## src/rtl/jt12_pcm_multirate_pkg.sv

```systemverilog
`default_nettype none
// ============================================================================
// Module   : jt12_pcm_multirate_pkg
// Purpose  : Shared constants and rate helpers for the PCM multirate upsampler
// Revision : 1.0 - initial release
// ============================================================================
package jt12_pcm_multirate_pkg;

  // Largest supported log2 upsample factor
  localparam int c_maxlog_limit = 4;
  // Width of the rate fields (rate_force, rate_cur)
  localparam int c_rate_w = 3;
  // Widest gap counter the helpers must accept (c_maxlog_limit + 1 bits)
  localparam int c_cnt_w_max = c_maxlog_limit + 1;

  // Clamp a log2 rate to the configured maximum
  function automatic logic [c_rate_w-1:0] rate_clip(input logic [c_rate_w-1:0] r,
                                                    input int maxlog);
    if (int'(r) > maxlog) begin
      return c_rate_w'(maxlog);
    end
    return r;
  endfunction

  // floor(log2(x)) clamped to maxlog; x=0 and x=1 both give 0
  function automatic logic [c_rate_w-1:0] log2_clip(input logic [c_cnt_w_max-1:0] x,
                                                    input int maxlog);
    logic [c_rate_w-1:0] msb;
    msb = '0;
    for (int i = 1; i < c_cnt_w_max; i++) begin
      if (x[i]) begin
        msb = c_rate_w'(i);
      end
    end
    return rate_clip(msb, maxlog);
  endfunction

endpackage
`default_nettype wire

```

## src/rtl/jt12_pcm_interp_stage.sv

```systemverilog
`default_nettype none
// ============================================================================
// Module   : jt12_pcm_interp_stage
// Purpose  : One 2x linear-interpolation stage: emits the midpoint between the
//            previous and new input on cen_in, then the new input itself on
//            the following cen_out.
// Revision : 1.0 - initial release
// ============================================================================
module jt12_pcm_interp_stage #(
  parameter int W = 9
) (
  input  logic         clk,
  input  logic         rst,
  input  logic         cen_in,
  input  logic         cen_out,
  input  logic [W-1:0] snd_in,
  output logic [W-1:0] snd_out
);

  logic [W-1:0] cur_q, cur_d;
  logic [W-1:0] out_q, out_d;
  logic [W:0]   w_sum;

  // Midpoint at W+1 bits so the sum never overflows; dropping bit 0 is the
  // arithmetic shift, and the result always fits back into W bits.
  always_comb begin
    w_sum = {cur_q[W-1], cur_q} + {snd_in[W-1], snd_in};
    cur_d = cur_q;
    out_d = out_q;
    if (cen_in) begin
      out_d = w_sum[W:1];
      cur_d = snd_in;
    end else if (cen_out) begin
      out_d = cur_q;
    end
  end

  // Stage state register
  always_ff @(posedge clk) begin
    if (rst) begin
      cur_q <= '0;
      out_q <= '0;
    end else begin
      cur_q <= cur_d;
      out_q <= out_d;
    end
  end

  assign snd_out = out_q;

endmodule
`default_nettype wire

```

## src/rtl/jt12_pcm_multirate.sv

```systemverilog
`default_nettype none
// ============================================================================
// Module   : jt12_pcm_multirate
// Purpose  : Upsamples CPU-written PCM to the FM output sample rate with a
//            cascade of 2x linear interpolators; the depth is either forced
//            or derived from the measured write interval.
// Revision : 1.0 - initial release
// ============================================================================
module jt12_pcm_multirate #(
  parameter int W      = 9,
  parameter int MAXLOG = 3   // legal range 1..c_maxlog_limit
) (
  input  logic         clk,
  input  logic         rst,
  input  logic         clk_en,
  input  logic         zero,
  input  logic [W-1:0] pcm,
  input  logic         pcm_wr,
  input  logic         auto_en,
  input  logic [2:0]   rate_force,
  output logic [W-1:0] pcm_resampled,
  output logic [2:0]   rate_cur
);
  import jt12_pcm_multirate_pkg::*;

  localparam int                 c_cnt_w   = MAXLOG + 1;
  localparam logic [c_cnt_w-1:0] c_cnt_max = '1;
  localparam logic [c_cnt_w-1:0] c_cnt_one = c_cnt_w'(1);

  logic              zero_prev_q, zero_prev_d;
  logic [W-1:0]      hold_q, hold_d;
  logic [MAXLOG-1:0] phase_q, phase_d;
  logic [c_cnt_w-1:0] cnt_q, cnt_d;
  logic [2:0]        meas_q, meas_d;
  logic [2:0]        rate_q, rate_d;
  logic [W-1:0]      byp_q, byp_d;

  logic              w_tick;
  logic              w_wr;
  logic [2:0]        w_target;
  logic [MAXLOG+1:1] w_cen;
  logic [W-1:0]      w_stage_in  [1:MAXLOG];
  logic [W-1:0]      w_stage_out [1:MAXLOG];

  assign w_tick   = zero & ~zero_prev_q;
  assign w_wr     = pcm_wr & clk_en;
  assign w_target = auto_en ? meas_q : rate_clip(rate_force, MAXLOG);

  // Stage k emits every 2^(k-1) ticks; w_cen[MAXLOG+1] marks a full period
  for (genvar k = 1; k <= MAXLOG + 1; k++) begin : g_cen
    localparam logic [MAXLOG-1:0] c_mask = MAXLOG'((1 << (k - 1)) - 1);
    assign w_cen[k] = w_tick & ~|(phase_q & c_mask);
  end

  // Interpolator chain; the stage numbered rate_cur is fed from the hold register
  for (genvar k = 1; k <= MAXLOG; k++) begin : g_stage
    if (k == MAXLOG) begin : g_outer
      assign w_stage_in[k] = hold_q;
    end else begin : g_inner
      assign w_stage_in[k] = (rate_q == 3'(k)) ? hold_q : w_stage_out[k+1];
    end

    jt12_pcm_interp_stage #(
      .W(W)
    ) u_stage (
      .clk    (clk),
      .rst    (rst),
      .cen_in (w_cen[k+1]),
      .cen_out(w_cen[k]),
      .snd_in (w_stage_in[k]),
      .snd_out(w_stage_out[k])
    );
  end

  // Write capture, gap measurement, phase tracking and rate selection.
  // meas resets to 1 so that auto mode starts at the same rate as rate_cur.
  always_comb begin
    zero_prev_d = zero;
    hold_d      = hold_q;
    phase_d     = phase_q;
    cnt_d       = cnt_q;
    meas_d      = meas_q;
    rate_d      = rate_q;
    byp_d       = byp_q;
    if (w_wr) begin
      hold_d = pcm;
      meas_d = log2_clip(c_cnt_w_max'(cnt_q), MAXLOG);
      cnt_d  = w_tick ? c_cnt_one : '0;
    end else if (w_tick && (cnt_q != c_cnt_max)) begin
      cnt_d = cnt_q + c_cnt_one;
    end
    if (w_tick) begin
      phase_d = phase_q + MAXLOG'(1);
      byp_d   = hold_q;
      // Rate only switches on a period boundary so no interpolation is cut short
      if (phase_q == '0) begin
        rate_d = w_target;
      end
    end
  end

  // Control state register
  always_ff @(posedge clk) begin
    if (rst) begin
      zero_prev_q <= 1'b0;
      hold_q      <= '0;
      phase_q     <= '0;
      cnt_q       <= '0;
      meas_q      <= 3'd1;
      rate_q      <= 3'd1;
      byp_q       <= '0;
    end else begin
      zero_prev_q <= zero_prev_d;
      hold_q      <= hold_d;
      phase_q     <= phase_d;
      cnt_q       <= cnt_d;
      meas_q      <= meas_d;
      rate_q      <= rate_d;
      byp_q       <= byp_d;
    end
  end

  assign pcm_resampled = (rate_q == 3'd0) ? byp_q : w_stage_out[1];
  assign rate_cur      = rate_q;

endmodule
`default_nettype wire
```

## config.mk

```make
export PLATFORM = sky130hd
export DESIGN_NAME = jt12_pcm_multirate
export DESIGN_NICKNAME = d
export VERILOG_FILES = /design/src/rtl/jt12_pcm_multirate_pkg.sv /design/src/rtl/jt12_pcm_interp_stage.sv /design/src/rtl/jt12_pcm_multirate.sv
export SDC_FILE = /design/constraint.sdc
export NUM_CORES = 1
export LEC_CHECK = 0
export CORE_MARGIN = 5
export CORE_UTILIZATION = 60
export CTS_CLUSTER_DIAMETER = 80
export DETAILED_ROUTE_END_ITERATION = 12
export PLACE_DENSITY_LB_ADDON = 0.3
export RECOVER_POWER = 50
export SETUP_SLACK_MARGIN = 0.4
export SYNTH_ARGS = -nofsm -noshare
export SYNTH_HDL_FRONTEND = slang
export SYNTH_SLANG_ARGS = --single-unit
```

## constraint.sdc

```tcl
create_clock -name clk -period 3.3 [get_ports clk]
set_input_delay 0.495 -clock clk [delete_from_list [all_inputs] [get_ports clk]]
set_output_delay 0.495 -clock clk [all_outputs]
set_load 0.05 [all_outputs]
```

# Word-level counts from Yosys, hierarchy flattened
# Index checks and enable logic that the tools add are counted.
# op_classes
add_sub_neg	5
n_lt_le_gt_ge	2
n_eq_ne	3
mux	24
bitwise	6
n_reduce_logical	13
# ops
cell	n
$mux 9	9
$add 9x9->10	3
$mux 3	8
$mux 4	2
$reduce_bool 2->1	4
$gt 3x2->1 const B	2
$logic_not 3->1	2
$and 1x1->1	5
$mux 1	5
$add 4x1->4 const B	1
$ne 4x4->1 const B	1
$add 3x1->3 const B	1
$eq 3x1->1 const B	1
$eq 3x2->1 const B	1
$logic_not 1->1	3
$reduce_or 3->1	1
$reduce_and 2->1	1
$reduce_or 2->1	1
$logic_and 1x1->1	1
$not 1->1	1
# totals
regBits	86
word_cells	66

# Longest topological paths before layout
# logic_depth
depth_word	8
ltp_mapped	11
depth_no_buf	10

# Hierarchy
# Synthesis repeated with hierarchy kept, for this count alone.
# hier_totals
hier_cells	544
hier_area_um2	4953.5
# by_module_without_submodules
module	n_inst	cells_each	area_each_um2	seq_area_each_um2
jt12_pcm_interp_stage (g_stage[1].u_stage ...)	2	121	1119.8	360.3
jt12_pcm_multirate	1	180	1585.3	620.6
jt12_pcm_interp_stage (g_stage[2].u_stage)	1	122	1128.6	360.3

# Worst setup path after synthesis
# OpenSTA, ideal clock, no wires.
# synth_timing
path_kind	register to register
from	register rate_q[0] (netlist: rate_cur[0])
to	register g_stage[1].u_stage.out_q[5]
setup_time_ps	86
t_arrival_ps	2947
required_time_ps	3214
slack_ps	268
path_stages_with_launch	10
n_path_buf	1
path_cell_list	dfxtp_1 > nor3b_2 > buf_2 > mux2_2 > ha_1 > a21o_1 > a21oi_1 > a21boi_0 > or3b_1 > a211oi_1
# synth_via
elab_chain_len	4
# synth_lines
item	line	source
start, declared	jt12_pcm_multirate.sv:35	logic [2:0] rate_q, rate_d;
start signal, assigned	jt12_pcm_multirate.sv:118	rate_q <= rate_d;
$eq 3x1->1	jt12_pcm_multirate.sv:60	assign w_stage_in[k] = (rate_q == 3'(k)) ? hold_q : w_stage_out[k+1];
$mux 9	jt12_pcm_multirate.sv:60	
net g_stage[1].u_stage.snd_in[4]	jt12_pcm_interp_stage.sv:16	input logic [W-1:0] snd_in,
$add 9x9->10	jt12_pcm_interp_stage.sv:27	w_sum = {cur_q[W-1], cur_q} + {snd_in[W-1], snd_in};
$mux 9	jt12_pcm_interp_stage.sv:30	if (cen_in) begin
end signal, assigned	jt12_pcm_interp_stage.sv:45	out_q <= out_d;
end, declared	jt12_pcm_interp_stage.sv:21	logic [W-1:0] out_q, out_d;
# The timed path passes the listed nets, and every way through them passes these cells.
# A chain may end at the register's enable or synchronous reset.

# Worst setup path after layout
# layout_timing
from	register rate_q[2] (netlist: rate_cur[2])
to	register g_stage[1].u_stage.out_q[6]
# The elaborated chain is that of the path after synthesis.

==> results.sh <==
export IMPL_status="complete, but fails checks"
export IMPL_violations="capacitance limit, slew limit"
export IMPL_synth_compound_area_share_pct=18.6
export IMPL_core_rowCount=33
export IMPL_period_minus_slack_ps=2880
export IMPL_cts_path_max_buffers=2
export IMPL_cp_arrival_ps=3130
export IMPL_clk_latency_ps=360
export IMPL_synth_top_family_by_area="simple AND/OR/NAND/NOR gates"
export IMPL_io_pins=30
export IMPL_area_growth_pct=13.2
export IMPL_dieHeight_um=100
export IMPL_cts_hold_buffers=0
export IMPL_finalCritPeriodShare_pct=87.2
export IMPL_worstMarginPinSlew_ps=1640
export IMPL_cp_required_ps=3550
export IMPL_wire_per_inst_um=16.9
export IMPL_cts_tree="done"
export IMPL_final_common_cell="nand2_1"
export IMPL_cp_slowest_stage_delay_ps=390
export IMPL_die_w_um=100
export IMPL_detail_route_antenna_nets=0
export IMPL_hold_viol=0
export IMPL_p_sw_share_pct=30.9
export IMPL_synthFlopType="dfxtp_1"
export IMPL_p_per_area_nw_per_um2=446
export IMPL_final_cell_mix="nand2_1, dfxtp_1, nor2_1"
export IMPL_synthArstFlopShare_pct=0
export IMPL_nets=684
export IMPL_num_vias=4546
export IMPL_ir_drop_uv=250
export IMPL_dp_final_hpwl_um=9030
export IMPL_p_sw_uw=762
export IMPL_regArea_um2=1700
export IMPL_startpoint_type="flip-flop"
export IMPL_routabilityCongestion=0.880
export IMPL_core_area_um2=8090
export IMPL_synth_xor_area_share_pct=1.79
export IMPL_avgViaCountPerCell=6.09
export IMPL_cp_slowest_cell="dfxtp_1"
export IMPL_clock_fmax_ghz=0.347
export IMPL_path_clk_slew_ps=90
export IMPL_worstSetupPathType="flip-flop to flip-flop"
export IMPL_skew_ps=11.3
export IMPL_cts_root_buffer="clkbuf_8"
export IMPL_p_clk_share_pct=31.7
export IMPL_synthMuxAreaShare_pct=7.77
export IMPL_yosys_area_share_simple_pct=25.1
export IMPL_setup_viol=0
export IMPL_power_frac_comb_pct=21.7
export IMPL_p_leak_uw=0.00218
export IMPL_io_buffers=29
export IMPL_finalPower_uw=2470
export IMPL_yosysUniqueCellTypes=60
export IMPL_fillers=672
export IMPL_grt_max_degree=33
export IMPL_htree_levels=3
export IMPL_setup_ws_ps=421
export IMPL_crit_path_max_fanout=7
export IMPL_synthesis_nets=660
export IMPL_relSlewSlack_pct=-9.47
export IMPL_drive_gt1_share_pct=10.5
export IMPL_slew_violations=33
export IMPL_antenna_found_initial=0
export IMPL_p_int_uw=1710
export IMPL_grt_usage_pct=25.3
export IMPL_die_area_um2=10100
export IMPL_first_global_vias=4377
export IMPL_synth_yosys_seq_area_share_pct=34.8
export IMPL_crit_path_end_kind="flip-flop"
export IMPL_crit_path_cell_trace="nor3b_4, buf_4, mux2_2, ha_2, a21oi_1, nand2_1, a2111oi_4, mux2i_1, or3_1"
export IMPL_pre_cts_slack_ps=385
export IMPL_syn_area_per_cell_um2=8.00
export IMPL_start_util_pct=60.5
export IMPL_cts_buffers_inserted=9
export IMPL_pwr_share_seq_pct=46.6
export IMPL_routed_wl_um=12600
export IMPL_firstDrtPassIters=5
export IMPL_hp_class="flip-flop to flip-flop"
export IMPL_fin_tns_setup_ps=0
export IMPL_first_iter_violations=303
export IMPL_synth_fa_ha_area_share_pct=8.13
export IMPL_ys_warn_count=0
export IMPL_multi_input_area_um2=3040
export IMPL_final_util_pct=68.5
export IMPL_rsz0062_at_grt="true"
export IMPL_synth_edf_count=0
export IMPL_synthesis_area_um2=4890
export IMPL_cts_sinks=85
export IMPL_drv_cap=1
export IMPL_drc=0
export IMPL_ys_ff_latch=85
export IMPL_grt_pass1_wl_um=20600
export IMPL_netlist_instances=612
export IMPL_insertedDiodeCount=0
export IMPL_overflow=0
[synth_stat cells (all sizes together) (4+ instances only)]
library cell	n	area share [%]
inv	16	1.2
o21bai	4	0.61
nor2b	4	0.51
nor2	68	5.2
buf	13	1.1
a311oi	5	0.89
xor2	6	1.1
nand2	97	7.4
a211oi	16	2.5
nor3	29	3.1
and2	5	0.64
xnor2	4	0.72
o21ai	18	1.8
dfxtp	85	35
nand3b	5	0.77
mux2	24	5.5
a21oi	62	6.3
clkbuf	20	1.5
nand2b	9	1.2
nor3b	7	1.2
a211o	4	0.72
mux2i	11	2.2
ha	27	6.9
nand3	17	1.7
a21o	8	1.2
[per-layer routing]
metal  track usage, %  part of all wire, %  vias to the layer above
met2             42.6                   48                      138
met1             32.6                   44                     2168
met4             9.22                  2.4                        0
li1                 -                    -                     2210
met3             4.10                  5.0                       30
met5                0                    0                        -
[cells by family (layout without fill, tap and decap cells)]
group,Yosys count,after routing
AOI/OAI and AO/OA,141,141
xor gates and xnor gates,10,10
adders and majority gates,30,30
buffers and inverters,49,78
DFF,85,85
muxes,35,35
and+or+nand+nor,262,262
[power groups by stage]
stage	sequential [uW]	clock (uW)	combinational (uW)
CTS	1150	791	521
global placement	1170	0	500
floorplan	1160	0	379
detailed placement	1170	0	515
global route	1160	829	585
finish	1150	784	535
[state kept, by name, summed over array words and instances, names as in the netlist]
register                 count
meas_q                       2
byp_q                        9
rate_cur                     3
phase_q                      3
g_stage.u_stage.cur_q       27
zero_prev_q                  1
cnt_q                        4
g_stage.u_stage.snd_out     27
hold_q                       9
[worst max-delay path: cells and delay by family (launching register included)]
kind	cells	cell delay, ps
AO/OA/AOI/OAI	2	490
adder cells (fa/ha/maj)	1	330
buffers and inverters	1	210
flip-flops	1	390
multiplexers	2	460
AND/OR/NAND/NOR	3	870
[metrics by stage]
stage	instance area, um^2	hold WS (ps)	instances
CTS	5520	459	744
global route	5540	468	746
floorplan	4900	429	612
finish	5540	458	746
detailed placement	5300	447	728
global placement	5300	438	728
[timing repair]
action,CTS,global route
endpoints found under the hold margin,0,0
pin swaps,0,1
gates resized for setup,1,9
setup buffers,0,2
endpoints found under the setup margin,3,7
[area by class of cell]
cell class / instances / area share, %
Clock inverter: 4 / 0.994
Clock buffer: 12 / 2.80
Tap cell: 105 / 2.37
Sequential cell: 85 / 30.8
Multi-Input combinational cell: 478 / 54.9
Inverter: 16 / 1.08
Timing Repair Buffer: 46 / 7.09
[final timing paths]
path                                 startpoint                            end  slack, ps  cells after the start
hold reg to reg   g_stage[1].u_stage.snd_out[0]  g_stage[1].u_stage.snd_out[0]        460                      2
setup / recovery                    rate_cur[2]  g_stage[1].u_stage.snd_out[6]        420                      9
hold / removal    g_stage[1].u_stage.snd_out[0]  g_stage[1].u_stage.snd_out[0]        460                      2
setup reg to reg                    rate_cur[2]  g_stage[1].u_stage.snd_out[6]        420                      9
Note: power is estimated with default switching activity, not from simulation.
